**config.mk**
```make
export PLATFORM = sky130hd
export DESIGN_NAME = data_cache
export DESIGN_NICKNAME = d
export VERILOG_FILES = /design/src/rtl/cache_pkg.sv /design/src/rtl/load_extend.sv /design/src/rtl/data_cache.sv
export SDC_FILE = /design/constraint.sdc
export NUM_CORES = 1
export LEC_CHECK = 0
export ABC_AREA = 1
export BUFFER_PORTS_ARGS = -buffer_cell sky130_fd_sc_hd__buf_2
export CAP_MARGIN = 25
export CORE_ASPECT_RATIO = 1.5
export CORE_UTILIZATION = 50
export DETAILED_ROUTE_END_ITERATION = 16
export GPL_TIMING_DRIVEN = 0
export PLACE_DENSITY = 0.72
export REMOVE_ABC_BUFFERS = 1
export SLEW_MARGIN = 20
export SYNTH_ARGS = -nofsm -noshare
export SYNTH_HDL_FRONTEND = slang
export SYNTH_HIERARCHICAL = 1
export SYNTH_SLANG_ARGS = --single-unit
```
**constraint.sdc**
```tcl
create_clock -name clk -period 6.87 [get_ports clk]
set_input_delay 1.374 -clock clk [delete_from_list [all_inputs] [get_ports clk]]
set_output_delay 1.374 -clock clk [all_outputs]
set_load 0.05 [all_outputs]
```
**src/rtl/cache_pkg.sv**
```systemverilog
// Shared types and helpers for the data cache and its load formatting logic.
package cache_pkg;

  localparam logic [1:0] DT_WORD = 2'b00;
  localparam logic [1:0] DT_BYTE = 2'b01;
  localparam logic [1:0] DT_HALF = 2'b10;

  typedef enum logic {IDLE, FILL} state_t;

  function automatic int tag_width(input int address_width, input int sets);
    return address_width - 2 - $clog2(sets);
  endfunction

endpackage

```
**src/rtl/load_extend.sv**
```systemverilog
// Selects the addressed byte/half/word of a 32-bit word and sign-extends it.
module load_extend
  import cache_pkg::*;
#(
  parameter int DATA_WIDTH = 32
) (
  input  logic [DATA_WIDTH-1:0] word,
  input  logic [1:0]            dtype,
  input  logic [1:0]            offset,
  output logic [DATA_WIDTH-1:0] rdata
);

  logic signed [7:0]  byte_s;
  logic signed [15:0] half_s;

  always_comb begin
    byte_s = word[{offset, 3'b000} +: 8];
    half_s = word[{offset[1], 4'b0000} +: 16];
    rdata  = '0;
    case (dtype)
      DT_WORD: rdata = word;
      DT_BYTE: rdata = DATA_WIDTH'(byte_s);
      DT_HALF: rdata = DATA_WIDTH'(half_s);
      default: rdata = '0;
    endcase
  end

endmodule

```
**src/rtl/data_cache.sv**
```systemverilog
// Direct-mapped, write-through, no-write-allocate data cache, one word per line.
module data_cache
  import cache_pkg::*;
#(
  parameter int ADDRESS_WIDTH = 17,
  parameter int DATA_WIDTH    = 32,
  parameter int SETS          = 8,
  parameter int MEM_LATENCY   = 1
) (
  input  logic                     clk,
  input  logic                     rst,
  input  logic                     cpu_re,
  input  logic                     cpu_we,
  input  logic [1:0]               cpu_dtype,
  input  logic [ADDRESS_WIDTH-1:0] cpu_addr,
  input  logic [DATA_WIDTH-1:0]    cpu_wdata,
  output logic [DATA_WIDTH-1:0]    cpu_rdata,
  output logic                     stall,
  output logic                     mem_we,
  output logic [1:0]               mem_dtype,
  output logic [ADDRESS_WIDTH-1:0] mem_addr,
  output logic [DATA_WIDTH-1:0]    mem_wdata,
  input  logic [DATA_WIDTH-1:0]    mem_rdata,
  output logic [31:0]              hit_cnt,
  output logic [31:0]              miss_cnt
);

  localparam int IW = $clog2(SETS);
  localparam int TW = tag_width(ADDRESS_WIDTH, SETS);
  localparam int CW = (MEM_LATENCY > 1) ? $clog2(MEM_LATENCY) : 1;

  logic [SETS-1:0]       valid_q, valid_d;
  logic [TW-1:0]         tag_arr  [SETS];
  logic [DATA_WIDTH-1:0] data_arr [SETS];

  state_t                   state_q, state_d;
  logic [CW-1:0]            cnt_q, cnt_d;
  logic [ADDRESS_WIDTH-1:2] line_addr_q, line_addr_d;
  logic                     filled_q, filled_d;
  logic [31:0]              hit_cnt_q, hit_cnt_d;
  logic [31:0]              miss_cnt_q, miss_cnt_d;

  logic [IW-1:0]         idx;
  logic [TW-1:0]         tag;
  logic [1:0]            off;
  logic                  legal, is_store, is_load, hit;
  logic [DATA_WIDTH-1:0] wr_word;
  logic                  arr_we;
  logic [IW-1:0]         arr_idx;
  logic [TW-1:0]         arr_tag;
  logic [DATA_WIDTH-1:0] arr_data;

  assign idx      = cpu_addr[2+IW-1:2];
  assign tag      = cpu_addr[ADDRESS_WIDTH-1:2+IW];
  assign off      = cpu_addr[1:0];
  assign legal    = (cpu_dtype != 2'b11);
  assign is_store = cpu_we & legal;
  assign is_load  = cpu_re & ~cpu_we & legal;
  assign hit      = valid_q[idx] && (tag_arr[idx] == tag);

  // Store-hit merge of the narrow write data into the cached word
  always_comb begin
    wr_word = data_arr[idx];
    case (cpu_dtype)
      DT_WORD: wr_word = cpu_wdata;
      DT_BYTE: wr_word[{off, 3'b000} +: 8] = cpu_wdata[7:0];
      DT_HALF: wr_word[{off[1], 4'b0000} +: 16] = cpu_wdata[15:0];
      default: wr_word = data_arr[idx];
    endcase
  end

  always_comb begin
    state_d     = state_q;
    cnt_d       = cnt_q;
    line_addr_d = line_addr_q;
    filled_d    = 1'b0;
    hit_cnt_d   = hit_cnt_q;
    miss_cnt_d  = miss_cnt_q;
    valid_d     = valid_q;
    arr_we      = 1'b0;
    arr_idx     = idx;
    arr_tag     = tag;
    arr_data    = wr_word;
    stall       = 1'b0;
    mem_we      = 1'b0;
    mem_dtype   = cpu_dtype;
    mem_addr    = cpu_addr;
    mem_wdata   = cpu_wdata;
    case (state_q)
      IDLE: begin
        if (is_store) begin
          mem_we = 1'b1;
          arr_we = hit;
        end else if (is_load) begin
          if (hit) begin
            // The completing cycle of a miss is not a genuine hit
            if (!filled_q) hit_cnt_d = hit_cnt_q + 32'd1;
          end else begin
            stall       = 1'b1;
            miss_cnt_d  = miss_cnt_q + 32'd1;
            mem_dtype   = DT_WORD;
            mem_addr    = {cpu_addr[ADDRESS_WIDTH-1:2], 2'b00};
            line_addr_d = cpu_addr[ADDRESS_WIDTH-1:2];
            cnt_d       = CW'(MEM_LATENCY - 1);
            state_d     = FILL;
          end
        end
      end
      FILL: begin
        stall     = 1'b1;
        mem_dtype = DT_WORD;
        mem_addr  = {line_addr_q, 2'b00};
        if (cnt_q == '0) begin
          arr_we   = 1'b1;
          arr_idx  = line_addr_q[2+IW-1:2];
          arr_tag  = line_addr_q[ADDRESS_WIDTH-1:2+IW];
          arr_data = mem_rdata;
          filled_d = 1'b1;
          state_d  = IDLE;
        end else begin
          cnt_d = cnt_q - CW'(1);
        end
      end
      default: state_d = IDLE;
    endcase
    if (rst) begin
      stall  = 1'b0;
      mem_we = 1'b0;
      arr_we = 1'b0;
    end
    if (arr_we) valid_d[arr_idx] = 1'b1;
  end

  always_ff @(posedge clk) begin
    if (rst) begin
      state_q    <= IDLE;
      cnt_q      <= '0;
      valid_q    <= '0;
      filled_q   <= 1'b0;
      hit_cnt_q  <= '0;
      miss_cnt_q <= '0;
    end else begin
      state_q    <= state_d;
      cnt_q      <= cnt_d;
      valid_q    <= valid_d;
      filled_q   <= filled_d;
      hit_cnt_q  <= hit_cnt_d;
      miss_cnt_q <= miss_cnt_d;
    end
  end

  always_ff @(posedge clk) begin
    line_addr_q <= line_addr_d;
    if (arr_we) begin
      tag_arr[arr_idx]  <= arr_tag;
      data_arr[arr_idx] <= arr_data;
    end
  end

  load_extend #(.DATA_WIDTH(DATA_WIDTH)) u_load_extend (
    .word   (data_arr[idx]),
    .dtype  (cpu_dtype),
    .offset (off),
    .rdata  (cpu_rdata)
  );

  assign hit_cnt  = hit_cnt_q;
  assign miss_cnt = miss_cnt_q;

endmodule
```
Word level (Yosys, flattened, before mapping)
Memory sizes are Yosys's and may differ from the RTL's.
Cells that the tools add are included.
{"block": "totals", "ramBits": 352, "ff_bits": 90, "memories": 2, "elab_cells": 89}
{"memory": "data_arr", "words": 8, "width": 32, "rd": 1, "rd_clocked_by_memory_dff": 0, "write_ports": 1, "line_no": "data_cache.sv:34", "text": "logic [DATA_WIDTH-1:0] data_arr [SETS];"}
{"memory": "tag_arr", "words": 8, "width": 12, "rd": 1, "rd_clocked_by_memory_dff": 0, "write_ports": 1, "line_no": "data_cache.sv:33", "text": "logic [TW-1:0] tag_arr [SETS];"}
{"block": "op_classes", "n_lt_le_gt_ge": 3, "reduce_logical": 7, "bitwise": 9, "n_mux": 43, "n_addsub": 5, "shift": 6, "eq_ne": 7}
{"operator": "$pmux 32 s3", "n": 2}
{"operator": "$add 32x1->32 const B", "n": 2}
{"operator": "$bwmux 32", "n": 2}
{"operator": "$mux 32", "n": 2}
{"operator": "$pmux 17 s2", "n": 1}
{"operator": "$shift 16x7->32 const A", "n": 1}
{"operator": "$shift 8x7->32 const A", "n": 1}
{"operator": "$shiftx 16x7->32", "n": 1}
{"operator": "$shiftx 32x6->16", "n": 1}
{"operator": "$shiftx 32x6->8", "n": 1}
{"operator": "$shiftx 8x7->32", "n": 1}
{"operator": "$mux 12", "n": 2}
{"operator": "$mux 1", "n": 19}
{"operator": "$neg 5->7", "n": 2}
{"operator": "$eq 12x12->1", "n": 1}
{"operator": "$mux 2", "n": 6}
{"operator": "$lt 3x4->1 const B", "n": 2}
{"operator": "$ne 2x2->1 const B", "n": 4}
{"operator": "$or 8x8->8", "n": 1}
{"operator": "$pmux 1 s2", "n": 4}
{"operator": "$mux 3", "n": 2}
{"operator": "$not 1->1", "n": 5}
{"operator": "$reduce_and 5->1", "n": 1}
{"operator": "$pmux 2 s2", "n": 1}
{"operator": "other kinds (12)", "n": 15}

Logic depth before layout (Yosys ltp)
{"block": "depth", "ltp_word": 8, "mapped_depth": 18, "depth_no_buf": 17}

Cells and area by module
The synthesis kept the hierarchy.
{"module": "data_cache", "area_each_um2": 20756.2, "seq_area_each_um2": 12502.0, "cells_per_inst": 2192, "n_inst": 1}
{"module": "load_extend", "area_each_um2": 865.8, "seq_area_each_um2": 0.0, "cells_per_inst": 160, "n_inst": 1}

Worst setup path after synthesis
Ideal clock, no wire load.
{"block": "synth_path", "path_kind": "input to output", "start": "input port cpu_addr[2]", "end": "output port cpu_rdata[16]", "cell_stages": 14, "setup_slack_ns": 1.999, "required_time_ns": 5.496, "n_path_buf": 5, "arrival_time_ns": 3.497, "cell_sequence": "inv_2 > buf_2 > buf_2 > buf_4 > clkbuf_1 > nor2_1 > o22ai_1 > nor2_1 > a31oi_1 > inv_1 > o21ai_1 > nand2_1 > buf_6 > nand4_1"}
{"block": "synth_via", "elab_chain_cells": 3}
{"element": "from (decl)", "line_no": "data_cache.sv:15", "text": "input logic [ADDRESS_WIDTH-1:0] cpu_addr,"}
{"element": "$mem_v2 8x32 (*)"}
{"element": "$shiftx 32x6->16 or $shiftx 32x6->8 (tied branches)", "line_no": "load_extend.sv:18, load_extend.sv:17"}
{"element": "$pmux 32 s3 (*)", "line_no": "load_extend.sv:20", "text": "case (dtype)"}
{"element": "to (decl)", "line_no": "data_cache.sv:17", "text": "output logic [DATA_WIDTH-1:0] cpu_rdata,"}
Every way passes the cells marked *; elsewhere a longest branch is shown, timed or not.

Final worst setup path
{"block": "layout_path", "start": "input port cpu_addr[2]", "end": "output port mem_dtype[0]"}
{"block": "layout_via", "elab_chain_cells": 7}
{"element": "$mem_v2 8x12 or $bmux 1 s3 (tied branches)"}
{"element": "$eq 12x12->1 or $mux 1 (tied branches)", "line_no": "data_cache.sv:59", "text": "assign hit = valid_q[idx] && (tag_arr[idx] == tag);"}
{"element": "$logic_and 1x1->1 (*)", "line_no": "data_cache.sv:59"}
{"element": "$mux 2 (*)", "line_no": "data_cache.sv:95", "text": "if (hit) begin"}
{"element": "$mux 2 (*)", "line_no": "data_cache.sv:94", "text": "end else if (is_load) begin"}
{"element": "$mux 2 (*)", "line_no": "data_cache.sv:91", "text": "if (is_store) begin"}
{"element": "$pmux 2 s2 (*)", "line_no": "data_cache.sv:89", "text": "case (state_q)"}
{"element": "to (decl)", "line_no": "data_cache.sv:20", "text": "output logic [1:0] mem_dtype,"}
Every way passes the cells marked *; elsewhere a longest branch is shown, timed or not. The select of a mux whose other input is x is not followed.

==> metrics <==
run status=finished, final reports clean; Core Footprint=around 43000 µm²; first-pass GRT wire length=approximately 95000 µm; Max Fclk=0.151 GHz; Reg2Reg Setup Slack=3.06 ns; FFs w/ async S/R, synth=0%; CP startpoint=cpu_addr[2]; largest net degree at the start of global routing=roughly 110; Slew @ Worst Pin=1.05 ns; Post-synth EDFFs=367; Die W=172 µm; postcts setup bufs=0; register area share after synthesis=about 58%; Placer Congestion=slightly above 0.9; clock buffer count from CTS=40; Detail Placement HPWL=just under 40000 µm; Post-Syn Instances=2352; largest cells by area after synthesis=edfxtp_1 51%, nand2_1 8.7%, dfxtp_1 6.9%; Via density=5.80; pre-CTS setup slack=0.313 ns; total clock sinks=roughly 440; Final period util=96.4%; Synth Flop Type=edfxtp_1; initial antenna violation count=11; top cells by count, synth=499 x nand2_1, 367 x edfxtp_1, 317 x nor2_1, 185 x inv_1, 182 x o21ai_0; htree depth=2; Die ar.=44100 µm²; CTS max path bufs=3; R2R Path Start=state_q; drt total wl=63000 µm; gr usage total=between 20% and 30%; end of the critical path=mem_dtype[0]; top-count cell post-synth=nand2_1; crit path launch type=input port; worst setup margin=between 0.2 and 0.25 ns; Die H=257 µm; via count=17956; Synth Cell Area=roughly 22000 µm²; RR Endpoint=data_arr[2][6]; detailed-router iteration count before antenna repair=6; post-synth top area cell=edfxtp_1; Reg2Reg Depth=8; average wire per standard cell=roughly 20 µm; Final Util=57.3%; critical path class=input port to primary output; clk_skew=0.0299 ns; Tmin final=6.63 ns; # nets final=2585; port bufs=235; PostCTS Resize Cnt=0; leak pwr=between 0.009 and 0.01 µW; antenna viol nets, final=0; number of global-route vias before repair=17081; DR DRC count=0; Fin. Hold Viols=0; First DRT Iteration DRCs=between 1500 and 2000; Mean Syn Cell Area=9.19 µm²; clk root buf=clkbuf_16; Initial Util=50.5%; CTS tree=built; setup TNS=0 ns; Required @ worst endpoint=5.50 ns; Max-cap violations=0; RSZ-0062 raised after global routing=no; Seq cells post-synth=441; top cell type's share of synthesized area=between 50% and 60%; Worst-Skew Late Latency=0.57 ns; # setup viols final=0; worst vdd ir=0.000187 V; Hold Path Class=register to register; clock-pin slew on the worst setup and hold paths=0.06 ns; fin. max-slew vios=0; P&R area growth vs syn=13.5%; Max FO, Critical Path=between 100 and 150; CTS hold repair buffers=0; Power Dens Cells=246 nW/µm²; crit path DAT=approximately 5.3 ns; fraction of layout cells with a size suffix above 1=between 10 and 15%; grt ovf=0; Slew HR=30.1%; row count=93; IO Pins=approximately 240; Syn. warnings=6; Critical Path End Type=primary output; Synth cell types=40
## placed cells by master (no fill, tap or decap), types with 5 or more instances in the layout
cell type / n
xnor2_1: 18
clkbuf_16: 42
nand3_1: 162
buf_16: 13
buf_2: 232
nor2_1: 315
nor4_1: 13
a221oi_1: 16
nand4_1: 14
clkinv_2: 10
clkinv_1: 7
nand2_1: 499
inv_4: 10
nor3_1: 27
o21ai_1: 7
a21oi_1: 96
o22ai_1: 64
o211ai_1: 8
nand4_2: 14
o21ai_0: 182
diode_2: 5
o221ai_1: 8
dfxtp_1: 73
o21a_1: 8
inv_1: 176
a31oi_1: 32
edfxtp_1: 367
inv_2: 10
xor2_1: 42
bufinv_16: 6
ha_1: 7
## cell families (layout without fill, tap and decap cells)
kind of cell / count (synthesis) / after routing / share of synthesized area (%)
AO/OA/AOI/OAI: 423 / 423 / 11.0
XOR/XNOR: 60 / 60 / 2.43
buffers and inverters: 354 / 524 / 7.38
adder cells (fa/ha/maj): 7 / 7 / 0.405
AND/OR/NAND/NOR: 1067 / 1067 / 21.0
other: 0 / 5 / 0
flip-flops: 441 / 441 / 57.8
## area by class of cell
| class | instances | area, µm² |
|---|---|---|
| Tap cell | 570 | 713 |
| Antenna cell | 5 | 12.5 |
| Fill cell | 3778 | 18300 |
| Clock inverter | 26 | 297 |
| Inverter | 199 | 781 |
| Sequential cell | 441 | 12500 |
| Clock buffer | 47 | 1080 |
| Multi-Input combinational cell | 1557 | 7560 |
| Timing Repair Buffer | 252 | 1600 |
## critical path: stages
cell and delay (ns):
buf_8 0.52, inv_8 0.35, buf_16 0.30, nand2_1 0.11, nand3_1 0.08, nand3_1 0.16
nand2_1 0.09, nand2_1 0.08, nand2_1 0.11, nor2_1 0.15, inv_1 0.06, nor2_1 0.09
nand2_1 0.10, nor2_4 0.63, o21ai_1 0.39, nor2_1 0.29, buf_2 0.31
## layer usage
metal	vias up	GRT usage, %	routed length (µm)
met5	-	0	84
met4	12	13.4	2770
met3	180	5.12	5550
met2	922	48.6	31600
met1	8537	34.0	23100
li1	8305	-	-
## power by group
part	switching (µW)	internal [µW]
combinational	554	173
sequential	8.66	2950
clock	991	1360
## metrics by stage
step / power, µW / instances / area (µm²) / hold WS [ns]
6_report: 6040 / 3097 / 24500 / 0.451
5_1_grt: 6220 / 3095 / 24500 / 0.477
4_1_cts: 6060 / 3092 / 24500 / 0.453
3_5_place_dp: 3740 / 3019 / 23200 / 0.444
3_3_place_gp: 3710 / 3002 / 22700 / 0.440
2_1_floorplan: 3430 / 2197 / 20800 / 0.424
## flip-flops by register name, indices dropped and copies added (netlist names)
| name | flops |
|---|---|
| hit_cnt | 32 |
| filled_q | 1 |
| valid_q | 8 |
| tag_arr | 96 |
| data_arr | 256 |
| miss_cnt | 32 |
| state_q | 1 |
| line_addr_q | 15 |
## how the worst min path moves through the flow
stage	startpoint	endpoint	slack, ns	depth (start not counted)
global placement	valid_q[3]	valid_q[3]	0.44	2
global route	valid_q[3]	valid_q[3]	0.48	2
finish	valid_q[0]	valid_q[0]	0.45	2
detailed placement	valid_q[0]	valid_q[0]	0.44	2
CTS	valid_q[0]	valid_q[0]	0.45	2
floorplan	valid_q[1]	valid_q[1]	0.42	2
(Power assumes the default switching activity.)
